File: config.mk
export PLATFORM = sky130hd
export DESIGN_NAME = uart_tx_arbiter
export DESIGN_NICKNAME = d
export VERILOG_FILES = /design/src/rtl/uart_tx_arbiter.sv
export SDC_FILE = /design/constraint.sdc
export NUM_CORES = 1
export LEC_CHECK = 0
export ABC_AREA = 1
export BUFFER_PORTS_ARGS = -buffer_cell sky130_fd_sc_hd__buf_4
export CAP_MARGIN = 40
export CORE_UTILIZATION = 57
export DETAILED_ROUTE_END_ITERATION = 16
export HOLD_SLACK_MARGIN = 0.02
export PLACE_DENSITY_LB_ADDON = 0.12
export SYNTH_ARGS = -nofsm -noshare
export SYNTH_HDL_FRONTEND = slang
export SYNTH_SLANG_ARGS = --single-unit
File: constraint.sdc
create_clock -name clk -period 5.9 [get_ports clk]
set_clock_uncertainty 0.05 [all_clocks]
set_input_delay 0 -clock clk [delete_from_list [all_inputs] [get_ports clk]]
set_output_delay 0 -clock clk [all_outputs]
set_load 0.01 [all_outputs]
File: src/rtl/uart_tx_arbiter.sv
// Round-robin arbiter that shares one uart_tx between N_REQ byte producers.
// Each accepted byte is handed to the transmitter with a one-cycle tx_start.
// The arbiter then waits for tx_done before it accepts another byte.
// A byte with req_last=0 locks the grant to its requester until the last byte
// of the message arrives. If that requester stays quiet for LOCK_TO cycles,
// the lock is released.
module uart_tx_arbiter #(
  parameter int N_REQ   = 4,
  parameter int D_W     = 8,
  parameter int LOCK_TO = 1024,
  parameter int ID_W    = $clog2(N_REQ)
) (
  input  logic               clk,
  input  logic               reset,
  input  logic [N_REQ-1:0]   req_valid,
  input  logic [N_REQ*D_W-1:0] req_data,
  input  logic [N_REQ-1:0]   req_last,
  output logic [N_REQ-1:0]   req_ready,
  output logic               tx_start,
  output logic [D_W-1:0]     tx_data,
  input  logic               tx_busy,
  input  logic               tx_done,
  output logic [ID_W-1:0]    grant_id,
  output logic               locked,
  output logic               busy
);

  localparam int CNT_W = $clog2(LOCK_TO) + 1;

  typedef enum logic [1:0] {S_IDLE, S_START, S_WAIT, S_LOCKED} state_t;

  state_t           state_reg, state_next;
  logic [ID_W-1:0]  grant_id_reg, grant_id_next;
  logic [D_W-1:0]   tx_data_reg, tx_data_next;
  logic             locked_reg, locked_next;
  logic [CNT_W-1:0] cnt_reg, cnt_next;
  logic [N_REQ-1:0] req_ready_int;

  logic [D_W-1:0]   req_bytes [N_REQ];
  logic             rr_found;
  logic [ID_W-1:0]  rr_winner;
  logic [ID_W-1:0]  rr_idx;

  // Split the flat data bus into one byte per requester.
  generate
    for (genvar gi = 0; gi < N_REQ; gi++) begin : g_unpack
      assign req_bytes[gi] = req_data[gi*D_W +: D_W];
    end
  endgenerate

  // Round-robin search. The scan starts just after the last grant and wraps,
  // so the most recently served requester has the lowest priority.
  always_comb begin
    rr_found  = 1'b0;
    rr_winner = '0;
    rr_idx    = '0;
    for (int k = 1; k <= N_REQ; k++) begin
      rr_idx = ID_W'((int'(grant_id_reg) + k) % N_REQ);
      if (!rr_found && req_valid[rr_idx]) begin
        rr_found  = 1'b1;
        rr_winner = rr_idx;
      end
    end
  end

  // Next-state logic, the acceptance handshake and the lock timeout counter.
  always_comb begin
    state_next    = state_reg;
    grant_id_next = grant_id_reg;
    tx_data_next  = tx_data_reg;
    locked_next   = locked_reg;
    cnt_next      = cnt_reg;
    req_ready_int = '0;
    case (state_reg)
      S_IDLE: begin
        if (!tx_busy && rr_found) begin
          req_ready_int[rr_winner] = 1'b1;
          tx_data_next  = req_bytes[rr_winner];
          grant_id_next = rr_winner;
          locked_next   = ~req_last[rr_winner];
          state_next    = S_START;
        end
      end
      S_START: state_next = S_WAIT;
      S_WAIT: begin
        if (tx_done) state_next = locked_reg ? S_LOCKED : S_IDLE;
      end
      S_LOCKED: begin
        if (req_valid[grant_id_reg] && !tx_busy) begin
          req_ready_int[grant_id_reg] = 1'b1;
          tx_data_next = req_bytes[grant_id_reg];
          locked_next  = ~req_last[grant_id_reg];
          cnt_next     = '0;
          state_next   = S_START;
        end else if (cnt_reg == CNT_W'(LOCK_TO - 1)) begin
          // The requester went quiet in the middle of a message.
          // Release the lock, but keep grant_id so that round-robin
          // continues after this requester.
          locked_next = 1'b0;
          cnt_next    = '0;
          state_next  = S_IDLE;
        end else begin
          cnt_next = cnt_reg + CNT_W'(1);
        end
      end
      default: state_next = S_IDLE;
    endcase
    // A byte accepted while reset is high would be lost, so hold ready low.
    if (reset) req_ready_int = '0;
  end

  // State register with synchronous reset. Requester 0 gets first priority.
  always_ff @(posedge clk) begin
    if (reset) begin
      state_reg    <= S_IDLE;
      grant_id_reg <= ID_W'(N_REQ - 1);
      tx_data_reg  <= '0;
      locked_reg   <= 1'b0;
      cnt_reg      <= '0;
    end else begin
      state_reg    <= state_next;
      grant_id_reg <= grant_id_next;
      tx_data_reg  <= tx_data_next;
      locked_reg   <= locked_next;
      cnt_reg      <= cnt_next;
    end
  end

  assign req_ready = req_ready_int;
  assign tx_start  = (state_reg == S_START);
  assign tx_data   = tx_data_reg;
  assign grant_id  = grant_id_reg;
  assign locked    = locked_reg;
  assign busy      = (state_reg != S_IDLE);

endmodule

==> results.md, run 1 <==
* Worst min path class: in2reg
* Final WL at around 6100 um
* Switching power at just over 800 uW
* Tmin final at 3.34 ns
* Leakage power at between 0.001 and 0.0015 uW
* Ant. Diodes at 0
* RSZ-0062 raised after global routing: no
* Area grow syn2layout at 21.3%
* Fin crit share at between 50% and 60%
* Critical path's top delay family: simple AND/OR/NAND/NOR gates
* Peak Freq at 0.300 GHz
* Most common cell after layout, fill and taps aside: nand2_1
* Iteration-0 DRC count of the detailed router at about 240
* Fin. Hold Viols at 0
* NumNets Final at 470
* Post-synthesis sequential area ratio at 21.2%
* ANT nets after route at 0
* Number of detailed-route iterations in the first pass at 5
* Crit path kind: reg2out
* Power Dens Cells at roughly 530 nW/um^2
* Clk slew on worst S/H paths at 0.09 ns
* Die area at 4240 um^2
* Worst-path fanout max at 22
* Largest net degree at the start of global routing at 28
* Slowest stage delay, CP at 0.74 ns
* Total track usage at between 20 and 30%
* Most frequent cells in the layout: nand2_1 (78), nand3_1 (68), buf_4 (60)
* CTS tree: built
* CP bufs+invs at 3
* Post-cts resize count at 0
* Largest register FFs at 11
* # clock sinks at 24
* Slew headroom at between 50% and 60%
* MaxCap Viol Count at 0
* Root buf cell: clkbuf_8
* Via density at approximately 5.7
* EDFF count, synth at 0
* Required time of the critical path at ~5.9 ns
* Clk Latency, worst-skew pair at between 0.2 and 0.3 ns
* Core area at 3740 um^2
* Starting density of the core at approximately three fifths
* Worst setup SP type: flip-flop
* IO buf count at 60
* P_int at between 600 and 700 uW
* Clock buffer count from CTS at 3
* Ratio of cells with drive above 1 in the final layout at 22.9%
* Vias at around 2600
* Clk buf depth at 2
* Net Count, Synth at roughly 420
* Endpoint type of the worst setup path: primary output
* First-pass GRT wire length at 10100 um
* Residual DRC at 0
* Hpwl dp at ~4500 um
* Post-synth top flop: dfxtp_1
* Switching share of power at between 50% and 60%
* Avg Synthesized Cell Area at ~6 um^2
* H-tree levels at 1
* Mapped cell area at roughly 2300 um^2
* CP Data Arrival Time at 3.29 ns
* Placer congestion estimate at around 0.90
* Reg power frac at about 18%
* Grt ovf at 0
* #FFs+latches synth at 24
* Hold slack at a little over 0.1 ns
* Asr flop ratio synth at 0%
* Wire per inst at roughly 13 um
* Synthesized instance count at around 370
* Synthesis Warnings at 0
* I/O pins at roughly 60
* Initial antenna violation count at 0
* Count of final setup violators at 0
* Outcome: finished clean
* Peak supply drop at 269 uV
* Netlist cell types at 39
* Worst-Margin Slew at about 0.65 ns
* Logic pwr share at about 75%
* Setup TNS at 0 ns
* Die H at between 60 and 70 um
* Crit-path cells: inv_2, ha_1, inv_1, nand3_1, nand2_2, o21ai_4, nand2_4, nor3_2, a22oi_1, nor2_1, buf_4
* Vias in the first global route at between 2000 and 2500
* Clock Power Share at 7.6%
* Die X at between 60 and 70 um
* Row count at 22
* Crit-path slowest cell: dfxtp_1
* Slew Limit Fails at 0
[worst reg2reg max path, cell delays in order, from the launching register on]
cell     delay, ns
dfxtp_1       0.74
inv_2         0.30
ha_1          0.41
inv_1         0.08
nand3_1       0.10
nand2_2       0.10
o21ai_4       0.47
nand2_4       0.27
nand2_1       0.12
nand3_1       0.08
nand3_1       0.10
nand3_1       0.10
nand2_1       0.08
inv_1         0.03
[stage by stage]
stage          worst slack [ns]  total power, uW  cell area [um^2]  utilization [%]  std cells
6_report                   2.56             1460              2750             73.5        463
3_5_place_dp               2.85             1340              2690             71.8        458
2_1_floorplan              3.50             1130              2270                -        367
5_1_grt                    2.34             1600              2750             73.5        463
4_1_cts                    2.64             1450              2750             73.5        463
3_3_place_gp               2.69             1310              2670             71.4        457
[final timing paths]
| kind | start | end | slack (ns) | cells past startpoint |
|---|---|---|---|---|
| hold / removal | req_data[22] | tx_data[6] | 0.10 | 7 |
| setup reg to reg | grant_id[1] | tx_data[5] | 2.76 | 13 |
| hold reg to reg | cnt_reg[10] | cnt_reg[10] | 0.42 | 2 |
| setup / recovery | grant_id[1] | req_ready[1] | 2.56 | 11 |
[metal layers]
| metal | global-route usage [%] | share of wire [%] | vias up |
|---|---|---|---|
| li1 | - | - | 1306 |
| met1 | 40.8 | 45 | 1199 |
| met4 | 5.16 | 0.28 | 0 |
| met5 | 0 | 0 | - |
| met2 | 49.6 | 47 | 136 |
| met3 | 4.93 | 8.4 | 2 |
[cell usage after synthesis, drive strengths merged, types with 7 or more instances]
master / number / area, um^2
nand2: 92 / 395
clkbuf: 7 / 26.3
inv: 39 / 151
dfxtp: 24 / 480
buf: 11 / 80.1
a21oi: 14 / 70.1
o22ai: 8 / 50.1
o21ai: 23 / 138
ha: 10 / 125
o21a: 10 / 75.1
nand3: 68 / 340
nor2: 37 / 156
[cells by family after synthesis]
group                      count (synthesis)  synth area share [%]
AOI/OAI and AO/OA                         62                  17.2
xor gates and xnor gates                   3                  1.16
adders and majority gates                 10                  5.52
and+or+nand+nor                          210                  43.5
buffers and inverters                     58                  11.5
DFF                                       24                  21.2
[power by group through the flow]
stage / logic (uW) / registers (uW) / clock network, uW
after global placement: 1030 / 280 / 0
after floorplan: 876 / 259 / 0
after CTS: 1070 / 263 / 114
after global routing: 1210 / 268 / 121
final: 1090 / 263 / 111
after detailed placement: 1070 / 266 / 0
[repair_timing]
item / CTS / global route
setup endpoints to repair: 0 / 0
setup buffers: 0 / 0
endpoints found under the hold margin: 8 / 0
hold buffers: 1 / 0
[final cells by class]
| class | instances | area [um^2] |
|---|---|---|
| Multi-Input combinational cell | 285 | 1530 |
| Fill cell | 332 | 991 |
| Sequential cell | 24 | 480 |
| Timing Repair Buffer | 62 | 475 |
| Inverter | 40 | 155 |
| Tap cell | 48 | 60.1 |
| Clock buffer | 4 | 55.1 |
(Power assumes the default switching activity.)
==> inputs of run 2 (changes only) <==
--- a/config.mk
+++ b/config.mk
@@ -8,7 +8,7 @@
 export ABC_AREA = 1
 export BUFFER_PORTS_ARGS = -buffer_cell sky130_fd_sc_hd__buf_4
 export CAP_MARGIN = 40
-export CORE_UTILIZATION = 57
+export CORE_UTILIZATION = 53
 export DETAILED_ROUTE_END_ITERATION = 16
 export HOLD_SLACK_MARGIN = 0.02
 export PLACE_DENSITY_LB_ADDON = 0.12
==> constraint.sdc (replaced) <==
create_clock -name clk -period 3.5 [get_ports clk]
set_clock_uncertainty 0.05 [all_clocks]
set_input_delay 0 -clock clk [delete_from_list [all_inputs] [get_ports clk]]
set_output_delay 0 -clock clk [all_outputs]
set_load 0.01 [all_outputs]
==> run 2 against run 1 <==
  * Cell count rose by 0.86%
  * Combinational power rose by 72%
  * Critical endpoint unchanged
  * Largest cell class unchanged
  * Global-route usage fell by 1.7 points
  * Sequential power rose by 54%
  * Clock power rose by 130%
  * Register-to-register slack got worse by 1.8 ns
  * Critical path type unchanged
==> results.md, run 2 (same netlist as run 1, synthesis figures left out) <==
* Wire per inst at 13.3 um (about the same)
* Via density at 5.73 (+0.42%)
* Cell Area, Placed at 2700 um^2 (+0.37%)
* Worst-path fanout max at 27 (+23%)
* Clk Latency, worst-skew pair at 0.28 ns (+0.02 ns)
* Worst setup SP type: flip-flop
* Fin. Hold Viols at 0 (unchanged)
* Die X at 67.4 um (+3.6%)
* Ratio of cells with drive above 1 in the final layout at 23.3% (+0.37 points)
* Peak supply drop at 634 uV (+140%)
* Most common cell after layout, fill and taps aside: nand2_1
* Outcome: finished clean
* Endpoint type of the worst setup path: primary output
* Worst min path class: in2reg
* ANT nets after route at 0 (unchanged)
* Area grow syn2layout at 22.5%
* Clk buf depth at 2 (unchanged)
* Total track usage at 28.1% (-1.7 points)
* # clock sinks at 24 (unchanged)
* First-pass GRT wire length at 9890 um (-1.7%)
* Most frequent cells in the layout: nand2_1 (78), nand3_1 (68), buf_4 (63)
* Clock buffer count from CTS at 3 (unchanged)
* Number of detailed-route iterations in the first pass at 5 (unchanged)
* Core area at 4060 um^2 (+8.4%)
* Count of final setup violators at 0 (unchanged)
* Iteration-0 DRC count of the detailed router at 162 (-32%)
* Die area at 4550 um^2 (+7.3%)
* Placer congestion estimate at 0.944 (+4.8%)
* Required time of the critical path at 3.45 ns (-2.40 ns)
* Peak Freq at around 0.36 GHz
* Vias at 2677 (+1.3%)
* H-tree levels at 1 (unchanged)
* CP Data Arrival Time at 2.70 ns (-0.59 ns)
* Met2 layer usage reported by global route at 49.1% (-0.48 points)
* Power Dens Cells at 911 nW/um^2 (+71%)
* Leakage power at 0.00134 uW (+0.93%)
* Initial antenna violation count at 0 (unchanged)
* # hold bufs at CTS at 1 (unchanged)
* Largest net degree at the start of global routing at 28 (unchanged)
* Post-CTS Setup Inserts at 0 (unchanged)
* Hpwl dp at 4430 um (-0.82%)
* Worst-Margin Slew at 0.666 ns (+0.0188 ns)
* Clk slew on worst S/H paths at 0.09 ns (about the same)
* Slew Limit Fails at 0 (unchanged)
* Design Area, Final at 2780 um^2 (+0.95%)
* Vias in the first global route at 2341 (+2.4%)
* Hold path cells at 7 (unchanged)
* RSZ-0062 raised after global routing: no
* Setup TNS at 0 ns (unchanged)
* Grt ovf at 0 (unchanged)
* I/O pins at 61 (unchanged)
* GRT met1 Usage at 36.0% (-4.7 points)
* Met3 usage at 3.89% (-1.0 points)
* Root buf cell: clkbuf_8
* R2r worst-path depth at 16 (+3)
* CTS tree: built
* Top Usage Layer GRT: met2
* Residual DRC at 0 (unchanged)
* Die H at 67.4 um (+3.6%)
* IO buf count at 60 (unchanged)
* Starting density of the core at 55.9% (-4.7 points)
* MaxCap Viol Count at 0 (unchanged)
* Hold slack at 0.0822 ns (-0.0211 ns)
* Crit path kind: reg2out
* Ant. Diodes at 0 (unchanged)
* Fin crit share at 78.6%
* Slew headroom at 55.6% (-1.2 points)
* Largest register FFs at 11 (unchanged)
* Tmin final at roughly 2.8 ns
* Final WL at 6190 um (+0.90%)
* Core Util, Final at 68.5% (-5.0 points)
* Row count at 23 (+4.5%)
* Post-cts resize count at 0 (unchanged)
* NumNets Final at 472 (+0.43%)
-- run 2: cell types whose count changed in the layout (fill, tap and decap cells not counted) --
cell / previous run / this run
buf_4: 60 / 63
buf_8: 1 / 0
bufinv_16: 0 / 1
clkbuf_8: 4 / 3
-- run 2: power breakdown --
part	internal [uW]	total [uW]	switching (uW)
Sequential	350	404	54.4
Clock	153	251	97.5
Combinational	664	1880	1210
Total	1170	2530	1370
-- run 2: cell type report --
| class | instances | area, um^2 |
|---|---|---|
| Clock buffer | 3 | 41.3 |
| Clock inverter | 1 | 30.0 |
| Fill cell | 384 | 1280 |
| Inverter | 40 | 155 |
| Multi-Input combinational cell | 285 | 1530 |
| Sequential cell | 24 | 480 |
| Tap cell | 50 | 62.6 |
| Timing Repair Buffer | 64 | 483 |
-- run 2: final timing paths --
check | from | endpoint | slack (ns)
max | grant_id[0] | req_ready[1] | 0.75
min | req_data[18] | tx_data[2] | 0.08
min reg2reg | cnt_reg[10] | cnt_reg[10] | 0.41
max reg2reg | grant_id[0] | tx_data[7] | 0.95
-- run 2: metal layers --
metal / routed length [um] / part of all wire [%] / vias to the layer above
met5: 0 / 0 / -
met4: 70 / 1.1 / 0
met3: 437 / 7.1 / 14
met2: 2800 / 45 / 102
met1: 2880 / 46 / 1244
li1: - / - / 1317
-- run 2: stage by stage --
stage,setup slack (ns),instances,total power [uW]
after floorplan,1.10,367,1910
after global placement,1.13,462,2190
after detailed placement,1.04,462,2250
after CTS,0.803,467,2500
after global routing,0.584,467,2760
final,0.748,467,2530
-- run 2: critical path, stage by stage (launching register included) --
cell and delay, ns:
dfxtp_1 0.42, inv_6 0.12, ha_1 0.35, inv_1 0.08, nand3_1 0.10, nand2_2 0.10, o21ai_4 0.45, nand2_4 0.26
nor3_2 0.21, a22oi_1 0.11, nor2_1 0.10, buf_4 0.12
==> inputs of run 3 (changes only) <==
--- a/config.mk
+++ b/config.mk
@@ -5,7 +5,7 @@
 export SDC_FILE = /design/constraint.sdc
 export NUM_CORES = 1
 export LEC_CHECK = 0
-export ABC_AREA = 1
+export ABC_AREA = 0
 export BUFFER_PORTS_ARGS = -buffer_cell sky130_fd_sc_hd__buf_4
 export CAP_MARGIN = 40
 export CORE_UTILIZATION = 53
==> constraint.sdc (replaced) <==
create_clock -name clk -period 2.9 [get_ports clk]
set_clock_uncertainty 0.05 [all_clocks]
set_input_delay 0 -clock clk [delete_from_list [all_inputs] [get_ports clk]]
set_output_delay 0 -clock clk [all_outputs]
set_load 0.01 [all_outputs]
==> run 3 against run 2 <==
  * Cell count shrank 26%
  * Global-route usage shrank 2.3 points
  * Die area shrank 2.2%
  * Critical path type unchanged
  * Critical endpoint is now req_ready[3]
  * Largest cell class unchanged
==> results.md, run 3 <==
* Final WL at 5920 um (-4.3%)
* Tmin final at between 2 and 3 ns
* Iteration-0 DRC count of the detailed router at 172 (+6.2%)
* First-pass GRT wire length at 8740 um (-12%)
* Crit path kind: reg2out
* Worst min path class: in2reg
* NumNets Final at 351 (-26%)
* #FFs+latches synth at 24 (unchanged)
* Peak supply drop at 677 uV (+6.7%)
* Area grow syn2layout at 33.0%
* Synthesis Warnings at 0 (unchanged)
* Setup slack at placement at 0.0286 ns (-1.01 ns)
* Netlist cell types at 47 (+21%)
* PnR worst setup slack at 0.112 ns (-0.636 ns)
* Top-area cell type share of the netlist area at 21.7% (+0.49 points)
* Die X at 66.7 um (-1.1%)
* Die area at 4450 um^2 (-2.2%)
* Core area at 4000 um^2 (-1.4%)
* H-tree levels at 1 (unchanged)
* FILL cells at 308 (-20%)
* Via density at 6.17 (+7.6%)
* Most frequent cells in the layout: buf_4 (69), o21ai_0 (24), dfxtp_1 (23)
* Clk slew on worst S/H paths at 0.09 ns (about the same)
* Grt ovf at 0 (unchanged)
* Worst setup SP type: flip-flop
* Root buf cell: clkbuf_8
* Outcome: finished clean
* Peak Freq at approximately 0.36 GHz
* Placer congestion estimate at 0.885 (-6.3%)
* Worst-Margin Slew at 0.822 ns (+0.156 ns)
* Net Count, Synth at 291 (-31%)
* Mapped cell area at 2220 um^2 (-2.3%)
* Endpoint type of the worst setup path: primary output
* # clock sinks at 24 (unchanged)
* Wire per inst at 17.1 um (+29%)
* Post-synth top flop: dfxtp_1
* Ratio of cells with drive above 1 in the final layout at 41.6% (+18 points)
* Clk Latency, worst-skew pair at 0.27 ns (about the same)
* Starting density of the core at 55.4% (-0.48 points)
* Total track usage at 25.8% (-2.3 points)
* Hpwl dp at 4090 um (-7.7%)
* Fin. Hold Viols at 0 (unchanged)
* Synth area leader: dfxtp_1
* Synth top area cells: dfxtp_1 (22%), mux4_2 (12%), mux2i_1 (9.5%), mux2_2 (6.1%), ha_1 (5.6%)
* Synthesized instance count at 237 (-35%)
* Asr flop ratio synth at 0% (unchanged)
* Largest register FFs at 11 (unchanged)
* Clk buf depth at 2 (unchanged)
* Slew headroom at 45.0% (-11 points)
* Cell Area, Placed at 2730 um^2 (+1.3%)
* Residual DRC at 0 (unchanged)
* Required time of the critical path at 2.85 ns (-0.60 ns)
* Vias at 2135 (-20%)
* Ant. Diodes at 0 (unchanged)
* Die H at 66.7 um (-1.1%)
* IO buf count at 60 (unchanged)
* Power Dens Cells at 976 nW/um^2 (+7.0%)
* Vias in the first global route at 1844 (-21%)
* ANT nets after route at 0 (unchanged)
* Slew Limit Fails at 0 (unchanged)
* Design Area, Final at 2950 um^2 (+6.1%)
* Fin crit share at a little over nine tenths
* MaxCap Viol Count at 0 (unchanged)
* Leakage power at 0.00124 uW (-7.5%)
* EDFF count, synth at 0 (unchanged)
* Clock buffer count from CTS at 3 (unchanged)
* Post-synthesis sequential area ratio at 21.7% (+0.49 points)
* Number of detailed-route iterations in the first pass at 4 (-1)
* Largest net degree at the start of global routing at 28 (unchanged)
* CTS tree: built
* Worst-path fanout max at 10 (-63%)
* Most common cell after layout, fill and taps aside: buf_4
* CP Data Arrival Time at 2.74 ns (+0.04 ns)
* Row count at 23 (unchanged)
* Avg Synthesized Cell Area at 9.35 um^2 (+51%)
* Top cells by count, synth: dfxtp_1 (24), o21ai_0 (24), mux2i_1 (21)
* I/O pins at 61 (unchanged)
* Count of final setup violators at 0 (unchanged)
* Initial antenna violation count at 0 (unchanged)
run 3: kinds of logic (layout without fill, tap and decap cells):
| logic type | Yosys count | in the layout | share of synthesized area, % |
|---|---|---|---|
| adders and majority gates | 10 | 10 | 5.64 |
| DFF | 24 | 24 | 21.7 |
| and+or+nand+nor | 58 | 58 | 13.0 |
| muxes | 46 | 46 | 29.0 |
| xor gates and xnor gates | 2 | 2 | 0.790 |
| AOI/OAI and AO/OA | 68 | 68 | 23.5 |
| buffers and inverters | 29 | 88 | 6.38 |
run 3: report_power, final:
group | internal (uW) | total [uW] | switching (uW)
sequential | 411 | 474 | 62.7
combinational | 1090 | 2100 | 1010
clock | 185 | 303 | 119
run 3: repair_timing:
item / in CTS / in global routing
setup buffers: 0 / 2
resized for setup: 5 / 11
endpoints found under the setup margin: 5 / 4
cloned: 0 / 1
pin swaps: 0 / 2
hold buffers: 0 / 0
run 3: area by class of cell:
| class | count | area (um^2) | area share (%) |
|---|---|---|---|
| multi-input cells | 184 | 1690 | 57.2 |
| repair buffers | 73 | 603 | 20.4 |
| flip-flops and latches | 24 | 484 | 16.4 |
| well taps | 50 | 62.6 | 2.12 |
| clock buffers | 3 | 41.3 | 1.40 |
| inverters | 11 | 41.3 | 1.40 |
| clock inverters | 1 | 30.0 | 1.02 |
run 3: stage by stage:
step           instances  total power, uW  utilization (%)  hold slack [ns]   TNS, ns
2_1_floorplan        237             1810                -            0.260         0
3_3_place_gp         339             2230             68.3            0.334         0
3_5_place_dp         339             2260             68.3            0.340         0
4_1_cts              343             2610             70.8           0.0478         0
5_1_grt              346             3030             73.7           0.0556  -0.00358
6_report             346             2880             73.7           0.0578         0
run 3: per-layer routing:
layer	vias up	share of wire (%)	GRT usage, %
met3	4	6.2	2.57
met1	1016	47	37.0
met2	86	46	40.5
met5	-	0	0
met4	0	0.88	7.71
li1	1029	-	-
run 3: path summary, 6_finish.rpt:
| kind | startpoint | endpoint | slack [ns] | cells past startpoint |
|---|---|---|---|---|
| setup reg to reg | grant_id[0] | tx_data[3] | 0.16 | 11 |
| hold / removal | reset | cnt_reg[5] | 0.06 | 2 |
| hold reg to reg | cnt_reg[10] | cnt_reg[10] | 0.44 | 2 |
| setup / recovery | grant_id[0] | req_ready[3] | 0.11 | 11 |
run 3: critical path, stage by stage, from the launching register on:
cell and delay (ns):
dfxtp_4 0.39, inv_1 0.09, ha_4 0.31, buf_4 0.16, mux2_2 0.35, mux2i_2 0.21
a32oi_4 0.09, buf_12 0.18, nor2_2 0.15, nand2b_1 0.09, a211oi_1 0.27, buf_4 0.17
